### src/rtl/matriz_pkg.sv
// Shared definitions for the 5x7 matrix scanner: column count, priority modes
// and the glyph font (column patterns, active-high, bit 0 = top row).
package matriz_pkg;

  localparam int NCOL = 5;

  typedef enum logic [1:0] {
    ALT    = 2'b00,
    F_IE01 = 2'b01,
    F_IE02 = 2'b10,
    BLANK  = 2'b11
  } prio_e;

  // Index order: [code][column], column 0 is the leftmost column.
  localparam logic [6:0] GLYPH [8][5] = '{
    '{7'h00, 7'h00, 7'h00, 7'h00, 7'h00},  // 0: blank
    '{7'h00, 7'h42, 7'h7F, 7'h40, 7'h00},  // 1
    '{7'h42, 7'h61, 7'h51, 7'h49, 7'h46},  // 2
    '{7'h21, 7'h41, 7'h45, 7'h4B, 7'h31},  // 3
    '{7'h18, 7'h14, 7'h12, 7'h7F, 7'h10},  // 4
    '{7'h27, 7'h45, 7'h45, 7'h45, 7'h39},  // 5
    '{7'h3C, 7'h4A, 7'h49, 7'h49, 7'h30},  // 6
    '{7'h7F, 7'h7F, 7'h7F, 7'h7F, 7'h7F}   // 7: all on
  };

endpackage

### src/rtl/matriz_varredura_glyph_rom.sv
// Combinational glyph lookup: one 7-bit column pattern per (code, column).
// Column indices beyond the matrix width read as dark.
module glyph_rom
  import matriz_pkg::*;
(
  input  logic [2:0] code,
  input  logic [2:0] col,
  output logic [6:0] pattern
);

  always_comb begin
    pattern = '0;
    case (col)
      3'd0: pattern = GLYPH[code][0];
      3'd1: pattern = GLYPH[code][1];
      3'd2: pattern = GLYPH[code][2];
      3'd3: pattern = GLYPH[code][3];
      3'd4: pattern = GLYPH[code][4];
      default: pattern = '0;
    endcase
  end

endmodule

### src/rtl/matriz_varredura.sv
// Time-multiplexed column scanner for the 5x7 LED matrix with frame-synchronous
// code updates and alternation between the IE01 and IE02 sources.
module matriz_varredura
  import matriz_pkg::*;
#(
  parameter int DIV         = 25000,
  parameter int HOLD_FRAMES = 200
) (
  input  logic            CLK,
  input  logic            RST_n,
  input  logic [2:0]      MAT_IE01,
  input  logic [2:0]      MAT_IE02,
  input  logic            UPD,
  input  logic [1:0]      PRIO_SEL,
  output logic            UPD_ACK,
  output logic [NCOL-1:0] MCOL,
  output logic [6:0]      MROW,
  output logic            SRC
);

  localparam int PW = (DIV > 1) ? $clog2(DIV) : 1;
  localparam int FW = (HOLD_FRAMES > 1) ? $clog2(HOLD_FRAMES) : 1;

  logic [PW-1:0]   presc_q, presc_d;
  logic [2:0]      col_q, col_d;
  logic [NCOL-1:0] mcol_q, mcol_d;
  logic [6:0]      mrow_q, mrow_d;
  logic            src_q, src_d;
  logic            ack_q, ack_d;
  logic [2:0]      pend01_q, pend01_d, pend02_q, pend02_d;
  logic            pend_vld_q, pend_vld_d;
  logic [2:0]      disp01_q, disp01_d, disp02_q, disp02_d;
  logic [FW-1:0]   frame_q, frame_d;
  prio_e           mode_q, mode_d;

  logic       tick, wrap, commit, blank;
  prio_e      prio;
  logic [2:0] rom_code;
  logic [6:0] rom_pat;

  assign prio     = prio_e'(PRIO_SEL);
  assign tick     = (presc_q == PW'(DIV - 1));
  assign wrap     = tick && (col_q == 3'(NCOL - 1));
  assign commit   = wrap && pend_vld_q;
  // The ROM looks at the post-edge source, code and column so rows and columns move together.
  assign rom_code = src_d ? disp02_d : disp01_d;

  glyph_rom u_glyph_rom (
    .code    (rom_code),
    .col     (col_d),
    .pattern (rom_pat)
  );

  always_comb begin
    presc_d    = tick ? '0 : presc_q + 1'b1;
    col_d      = col_q;
    mcol_d     = mcol_q;
    mrow_d     = mrow_q;
    src_d      = src_q;
    frame_d    = frame_q;
    mode_d     = mode_q;
    ack_d      = commit;
    disp01_d   = commit ? pend01_q : disp01_q;
    disp02_d   = commit ? pend02_q : disp02_q;
    pend01_d   = pend01_q;
    pend02_d   = pend02_q;
    pend_vld_d = pend_vld_q && !commit;
    blank      = 1'b0;

    // An update in the commit cycle re-arms pending after the old value is taken.
    if (UPD) begin
      pend01_d   = MAT_IE01;
      pend02_d   = MAT_IE02;
      pend_vld_d = 1'b1;
    end

    if (wrap) begin
      mode_d = prio;
      case (prio)
        F_IE01: begin src_d = 1'b0; frame_d = '0; end
        F_IE02: begin src_d = 1'b1; frame_d = '0; end
        ALT: begin
          if (frame_q == FW'(HOLD_FRAMES - 1)) begin
            frame_d = '0;
            src_d   = ~src_q;
          end else begin
            frame_d = frame_q + 1'b1;
          end
        end
        default: ;
      endcase
    end

    if (tick) begin
      col_d  = wrap ? 3'd0 : col_q + 3'd1;
      mcol_d = {{(NCOL-1){1'b0}}, 1'b1} << col_d;
      // Blank applies at once; leaving blank waits for the frame-boundary mode update.
      blank  = (prio == BLANK) || (mode_d == BLANK);
      mrow_d = blank ? 7'h7F : ~rom_pat;
    end
  end

  always_ff @(posedge CLK or negedge RST_n) begin
    if (!RST_n) begin
      presc_q    <= '0;
      col_q      <= '0;
      mcol_q     <= {{(NCOL-1){1'b0}}, 1'b1};
      mrow_q     <= 7'h7F;
      src_q      <= 1'b0;
      ack_q      <= 1'b0;
      pend01_q   <= '0;
      pend02_q   <= '0;
      pend_vld_q <= 1'b0;
      disp01_q   <= '0;
      disp02_q   <= '0;
      frame_q    <= '0;
      mode_q     <= ALT;
    end else begin
      presc_q    <= presc_d;
      col_q      <= col_d;
      mcol_q     <= mcol_d;
      mrow_q     <= mrow_d;
      src_q      <= src_d;
      ack_q      <= ack_d;
      pend01_q   <= pend01_d;
      pend02_q   <= pend02_d;
      pend_vld_q <= pend_vld_d;
      disp01_q   <= disp01_d;
      disp02_q   <= disp02_d;
      frame_q    <= frame_d;
      mode_q     <= mode_d;
    end
  end

  assign UPD_ACK = ack_q;
  assign MCOL    = mcol_q;
  assign MROW    = mrow_q;
  assign SRC     = src_q;

endmodule

### config.mk
export PLATFORM = sky130hd
export DESIGN_NAME = matriz_varredura
export DESIGN_NICKNAME = d
export VERILOG_FILES = /design/src/rtl/matriz_pkg.sv /design/src/rtl/matriz_varredura_glyph_rom.sv /design/src/rtl/matriz_varredura.sv
export SDC_FILE = /design/constraint.sdc
export NUM_CORES = 1
export LEC_CHECK = 0
export BUFFER_PORTS_ARGS = -buffer_cell sky130_fd_sc_hd__buf_2
export CAP_MARGIN = 20
export CORE_MARGIN = 2
export CORE_UTILIZATION = 50
export CTS_BUF_LIST = sky130_fd_sc_hd__clkbuf_8
export CTS_CLUSTER_SIZE = 28
export DETAILED_ROUTE_END_ITERATION = 16
export GPL_TIMING_DRIVEN = 0
export PLACE_DENSITY_LB_ADDON = 0.3
export REMOVE_ABC_BUFFERS = 1
export SYNTH_ARGS = -nofsm -noshare
export SYNTH_HDL_FRONTEND = slang
export SYNTH_SLANG_ARGS = --single-unit
### constraint.sdc
create_clock -name CLK -period 4.7 [get_ports CLK]
set_input_delay 0.235 -clock CLK [delete_from_list [all_inputs] [get_ports CLK]]
set_output_delay 0.235 -clock CLK [all_outputs]
set_load 0.05 [all_outputs]
==> results of run 1 <==
-- logic make-up (layout without fill, tap and decap cells) --
group                      after synthesis  count (layout)  share of synthesized area (%)
adders and majority gates               14              14                           5.25
AOI/OAI and AO/OA                       90              90                           18.5
and+or+nand+nor                        131             131                           20.9
xor gates and xnor gates                15              15                           3.94
muxes                                   19              19                           6.19
DFF                                     55              55                           41.6
buffers and inverters                   30              51                           3.64
-- metrics by stage --
stage               instance area (µm²)  hold WS, ns  total power, W  setup WS (ns)  cells
CTS                                3630        0.137        0.000811          0.561    452
detailed placement                 3530        0.280        0.000532          0.583    443
global placement                   3490        0.445        0.000529          0.417    441
floorplan                          3270      -0.0606        0.000508           1.22    340
global route                       3630        0.137        0.000834          0.197    452
finish                             3630        0.142        0.000800          0.548    452
-- worst max-delay path by stage --
| stage | to | slack (ns) | cells after the start |
|---|---|---|---|
| finish | MROW[1] | 0.55 | 15 |
| global route | MROW[1] | 0.20 | 15 |
| floorplan | MROW[1] | 1.22 | 12 |
| detailed placement | MROW[1] | 0.58 | 15 |
| global placement | MROW[1] | 0.42 | 8 |
| CTS | MROW[1] | 0.56 | 15 |
-- critical path: cells and delay by family (launching register included) --
kind / cells / cell delay, ns
AND/OR/NAND/NOR: 5 / 1.80
buffers and inverters: 3 / 0.64
flip-flops: 1 / 0.51
adder cells (fa/ha/maj): 2 / 0.56
AO/OA/AOI/OAI: 5 / 0.56
-- cells in the final DEF (no fill, tap or decap), types with 4 or more instances in the layout --
master / instances
nor2_1: 33
ha_1: 14
clkbuf_8: 5
buf_2: 24
inv_1: 15
dfrtp_1: 47
nor2b_1: 4
or3_1: 4
a211oi_1: 4
xor2_1: 11
o22ai_1: 7
xnor2_1: 4
o31ai_1: 4
mux2i_1: 6
dfstp_2: 8
nand3_1: 17
mux2_2: 13
and3_1: 10
nand2b_1: 4
a21oi_1: 18
o21ai_0: 18
a32oi_1: 4
nand2_1: 32
-- registers in the layout, summed over array words and instances, names as in the netlist, 5 cells and up --
signal / flops
MROW: 7
MCOL: 5
frame_q: 8
presc_q: 15
-- metal layers --
metal / vias to the layer above / GRT usage, % / wire length (µm)
li1: 1335 / - / -
met2: 67 / 33.0 / 3320
met5: - / 0 / 0
met1: 1341 / 28.8 / 3390
met4: 0 / 6.93 / 63
met3: 5 / 2.79 / 334
-- power groups by stage --
stage / sequential [W] / combinational (W) / clock [W]
2_1_floorplan: 0.000492 / 0.0000160 / 0
3_3_place_gp: 0.000494 / 0.0000346 / 0
3_5_place_dp: 0.000495 / 0.0000374 / 0
4_1_cts: 0.000486 / 0.0000384 / 0.000287
5_1_grt: 0.000487 / 0.0000425 / 0.000304
6_report: 0.000486 / 0.0000375 / 0.000277
-- repair_timing --
item                       4_1_cts  5_1_grt
hold endpoints to repair        25        0
setup endpoints to repair        0        0
hold buffers                     1        0
gates resized for setup          0        0
-- cell type report --
cell class                      instances  share of cell area (%)
Clock inverter                          3                   0.620
Multi-Input combinational cell        269                    50.5
Inverter                               16                    1.65
Tap cell                               77                    2.65
Clock buffer                            5                    1.89
Sequential cell                        55                    38.1
Timing Repair Buffer                   27                    4.54
==> metrics.md, run 1 <==
| Metric | Value |
|---|---|
| Postcts setup bufs | 0 |
| Routed vias/inst | 6.08 |
| DRT iter0 DRCs | 293 |
| Core ar. | 0.00639 mm² |
| WP data required | 4.93 ns |
| Synth top area share | 35.3% |
| Critical path arrival | 4.38 ns |
| R2r setup slk | 0.55 ns |
| Worst setup startpoint | col_q[0] |
| CP max-delay cell | nor4_4 |
| Logic pwr share | 4.7% |
| Fmax | 241 MHz |
| Tcrit/Tclk final | 88.3% |
| Vias in the first global route | 2674 |
| Cell Int Power | 0.000602 W |
| FILL cells | 591 |
| DR WL/cell | 15.7 µm |
| Ports | 25 |
| Leakage | 1.64 nW |
| ANT nets after route | 0 |
| Asr flop ratio synth | 100% |
| Die Ht | 85.7 µm |
| Die Area | 0.00734 mm² |
| CP Max Fanout | 14 |
| Sw Pwr | 0.000198 W |
| Fin. max-slew vios | 0 |
| Routed wire length | 7110 µm |
| Site Rows | 29 |
| Core Util, Final | 56.9% |
| Most frequent cells after synthesis | dfrtp_1 (47), nor2_1 (33), nand2_1 (32), a21oi_1 (18), o21ai_0 (18) |
| CTS Buf Count | 5 |
| FF-to-FF path depth | 15 |
| Largest net degree at the start of global routing | 31 |
| Layout cells sized above 1 | 17.3% |
| Hold Crit Endpoint | pend01_q[2] |
| Final Setup Violations | 0 |
| Synth Cell Area | 0.00333 mm² |
| GRT Overall Usage | 20.6% |
| Kind of critical path | reg -> reg |
| Worst path max stage delay | 0.65 ns |
| CTS sink cnt | 55 |
| Hold Crit Start | MAT_IE01[2] |
| Remaining Overflow, GRT | 0 |
| Area Overhead vs Synth | 9.01% |
| Peak supply drop | 133 µV |
| Most common cell in the netlist | dfrtp_1 |
| Die W | 85.7 µm |
| Post-synth EDFFs | 0 |
| Area leader, netlist | dfrtp_1 |
| Most frequently used flop master after synthesis | dfrtp_1 |
| Largest cells by area after synthesis | dfrtp_1 (35%), dfstp_2 (6.3%), ha_1 (5.3%) |
| Skew final | 0.00563 ns |
| Status | complete, no violations |
| MaxCap Viol Count | 0 |
| Hold Path Class | in -> reg |
| Clk Latency, worst-skew pair | 0.31 ns |
| FF/Latch Area | 0.00139 mm² |
| H-tree Lvls | 2 |
| DRC viols | 0 |
| Global-route wire length before repair | 12400 µm |
| Flop pwr share | 60.7% |
| RSZ-0062 raised after global routing | false |
| Fraction of the yosys area taken by sequential cells | 41.6% |
| Final GP Congestion | 0.888 |
| Slew HR | 44.6% |
| Critical-path cell list | inv_1 > ha_1 > nand4_1 > nor4_4 > nand2_1 > clkinv_1 > a211oi_1 > or2_0 > or2_2 > inv_1 > ha_1 > a21oi_1 > a211oi_2 > o22ai_1 > a21oi_1 |
| Antenna cells | 0 |
| Routed vias | 2748 |
| Final hold vios | 0 |
| Crit start category | register |
| Clock root buffer | clkbuf_8 |
| Hpwl dp | 5080 µm |
| Layout net count | 399 |
| Starting Density | 52.2% |
| DRT Pass-1 Iters | 5 |
| Multi-input logic area | 0.00184 mm² |
| Clock power share | 34.6% |
| CTS tree | done |
| Worst-margin pin slew | 0.825 ns |
| Antenna violations before repair | 0 |
| FF-to-FF End | MROW[1] |
| Post-route setup TNS | 0 ns |
| Sw Share | 24.7% |
| CP Capture Type | register |
| Clock Path Buffers | 2 |
| Clock slew at reported path FFs | 0.11 ns |
| Pwr/cell area | 220 mW/mm² |
| Period minus WS final | 4.15 ns |
| Hold Path Depth | 2 |
| Cells after synthesis | 354 |
| PortBufs | 24 |
| Critical R2R Launch | col_q[0] |
| Synth unique cells | 64 |
| Ys Warns | 0 |
| #FFs+latches synth | 55 |
| Post-Syn Area per Cell | 9.42 µm² |
Power figures use the tool's default switching activity.
==> run 2, diff against run 1 <==
--- a/config.mk
+++ b/config.mk
@@ -5,6 +5,7 @@
 export SDC_FILE = /design/constraint.sdc
 export NUM_CORES = 1
 export LEC_CHECK = 0
+export ABC_CLOCK_PERIOD_IN_PS = 4700
 export BUFFER_PORTS_ARGS = -buffer_cell sky130_fd_sc_hd__buf_2
 export CAP_MARGIN = 20
 export CORE_MARGIN = 2
@@ -14,6 +15,7 @@
 export DETAILED_ROUTE_END_ITERATION = 16
 export GPL_TIMING_DRIVEN = 0
 export PLACE_DENSITY_LB_ADDON = 0.3
+export RECOVER_POWER = 50
 export REMOVE_ABC_BUFFERS = 1
 export SYNTH_ARGS = -nofsm -noshare
 export SYNTH_HDL_FRONTEND = slang
==> metrics.md, run 2 (synthesis results as in run 1) <==
| Metric | Value |
|---|---|
| DRT Pass-1 Iters | 4 (-1) |
| Clock slew at reported path FFs | 0.11 ns (about the same) |
| Worst path max stage delay | 0.65 ns (about the same) |
| H-tree Lvls | 2 (unchanged) |
| Fin. max-slew vios | 31 (+31) |
| Postcts setup bufs | 0 (unchanged) |
| Final Setup Violations | 0 (unchanged) |
| Post-route setup TNS | 0 ns (unchanged) |
| Skew final | 0.00570 ns (+0.0000708 ns) |
| Final GP Congestion | 0.888 (unchanged) |
| Sw Pwr | 0.000197 W (-0.25%) |
| CTS Buf Count | 5 (unchanged) |
| Pwr/cell area | 221 mW/mm² (+0.39%) |
| WP data required | 4.93 ns (about the same) |
| Worst-margin pin slew | 1.63 ns (+0.803 ns) |
| CP Capture Type | register |
| Layout net count | 399 (unchanged) |
| Crit. path cell count | 14 (-1) |
| CP max-delay cell | nor4_4 |
| Period minus WS final | 4.15 ns (+0.00175 ns) |
| CP Max Fanout | 14 (unchanged) |
| Hold Path Class | in -> reg |
| Worst setup margin | 0.546 ns (-0.00175 ns) |
| Setup slack at placement | 0.583 ns (unchanged) |
| Kind of critical path | reg -> reg |
| Cell Int Power | 0.000601 W (-0.27%) |
| Wl on met1 | 3410 µm (+0.41%) |
| Die W | 85.7 µm (unchanged) |
| CTS tree | done |
| Flop pwr share | 60.9% (+0.2 points) |
| RSZ-0062 raised after global routing | false |
| Post-placement cell area | 0.00353 mm² (unchanged) |
| Met3 Wirelength | 308 µm (-7.8%) |
| FF-to-FF path depth | 14 (-1) |
| DRC viols | 0 (unchanged) |
| Crit start category | register |
| Antenna cells | 0 (unchanged) |
| Final hold vios | 0 (unchanged) |
| Antenna violations before repair | 0 (unchanged) |
| Ports | 25 (unchanged) |
| CTS sink cnt | 55 (unchanged) |
| Routed vias/inst | 6.09 (+0.15%) |
| Design area | 0.00361 mm² (-0.65%) |
| Hpwl dp | 5080 µm (unchanged) |
| Fmax | 241 MHz (about the same) |
| Sw Share | 24.7% (about the same) |
| Leakage | 1.61 nW (-2.0%) |
| MaxCap Viol Count | 1 (+1) |
| Area Overhead vs Synth | 8.29% |
| Core ar. | 0.00639 mm² (unchanged) |
| Largest register FFs | 15 (unchanged) |
| Status | finished, violations left |
| Largest net degree at the start of global routing | 31 (unchanged) |
| PortBufs | 24 (unchanged) |
| Peak supply drop | 133 µV (about the same) |
| Routed vias | 2752 (+0.15%) |
| Met2 wire len | 3310 µm (-0.21%) |
| Post-cts sizing count | 0 (unchanged) |
| Clock root buffer | clkbuf_8 |
| Remaining Overflow, GRT | 0 (unchanged) |
| Critical-path cell list | inv_1 > ha_1 > nand4_1 > nor4_4 > nand2_1 > clkinv_1 > a211oi_1 > or2_0 > or2_2 > inv_1 > ha_1 > mux2i_1 > o221ai_1 > a21oi_1 |
| Global-route wire length before repair | 12400 µm (unchanged) |
| Slew HR | -8.58% (-53 points) |
| Hold slack final | 0.142 ns (-0.0000500 ns) |
| Top Family by Delay on Critical Path | simple AND/OR/NAND/NOR gates |
| DR WL/cell | 15.7 µm (-0.27%) |
| Most frequent cells in the layout | dfrtp_1 (47), nor2_1 (33), nand2_1 (32) |
| GRT Overall Usage | 20.6% (unchanged) |
| Clock Path Buffers | 2 (unchanged) |
| Vias in the first global route | 2674 (unchanged) |
| Die Ht | 85.7 µm (unchanged) |
| Core Util, Final | 56.5% (-0.37 points) |
| Top reg by flops | presc_q |
| Clk Latency, worst-skew pair | 0.31 ns (about the same) |
| Highest metal used | met4 |
| Worst Setup EP | MROW[2] |
| ANT nets after route | 0 (unchanged) |
| FF-to-FF End | MROW[2] |
| Logic pwr share | 4.5% (-0.2 points) |
| Critical R2R Launch | col_q[0] |
| Critical path arrival | 4.39 ns (about the same) |
| Failing checks | capacitance limit, slew limit |
| Layout cells sized above 1 | 15.5% (-1.9 points) |
| Routed wire length | 7090 µm (-0.27%) |
| Worst setup startpoint | col_q[0] |
| Die Area | 0.00734 mm² (unchanged) |
| WP buf/inv | 3 (unchanged) |
| Clock power share | 34.6% (about the same) |
| Site Rows | 29 (unchanged) |
| DRT iter0 DRCs | 290 (-1.0%) |
| Tcrit/Tclk final | 88.4% (about the same) |
| Leading cell type in the layout, fill and taps excluded | dfrtp_1 |
| R2r setup slk | 0.55 ns (about the same) |
| Starting Density | 52.2% (unchanged) |
## run 2: cell count changes in the layout (fill, tap and decap cells not counted)
| cell | before | now |
|---|---|---|
| clkbuf_1 | 0 | 7 |
| buf_2 | 24 | 18 |
| buf_12 | 1 | 0 |
## run 2: area by class of cell
class	instances	area, µm²
multi-input combinational	269	1840
timing repair buffer	27	141
sequential	55	1390
inverter	16	60.1
clock inverter	3	22.5
fill	596	2780
tap	77	96.3
clock buffer	5	68.8
## run 2: metrics by stage
stage / total power (W) / instances
after detailed placement: 0.000532 / 443
after global placement: 0.000529 / 441
after CTS: 0.000811 / 452
final: 0.000798 / 452
after floorplan: 0.000508 / 340
after global routing: 0.000832 / 452
## run 2: worst min path at each step
stage | start | end | cells after the start
floorplan | RST_n | MCOL[1] | 0
global placement | presc_q[0] | presc_q[0] | 1
detailed placement | RST_n | frame_q[6] | 1
CTS | MAT_IE01[2] | pend01_q[2] | 2
global route | MAT_IE02[1] | pend02_q[1] | 2
finish | MAT_IE01[2] | pend01_q[2] | 2
## run 2: what timing repair did
action	CTS	global route
setup endpoints to repair	0	0
hold buffers	1	0
hold endpoints to repair	25	0
## run 2: metal layers
metal,global-route usage [%],vias to the layer above
li1,-,1336
met5,0,-
met4,6.93,0
met1,28.8,1341
met3,2.79,5
met2,33.0,70
## run 2: power groups by stage
| stage | registers (W) | clock network, W | logic (W) |
|---|---|---|---|
| after floorplan | 0.000492 | 0 | 0.0000160 |
| after global placement | 0.000494 | 0 | 0.0000346 |
| after detailed placement | 0.000495 | 0 | 0.0000374 |
| after CTS | 0.000486 | 0.000287 | 0.0000384 |
| after global routing | 0.000487 | 0.000304 | 0.0000406 |
| final | 0.000486 | 0.000276 | 0.0000356 |
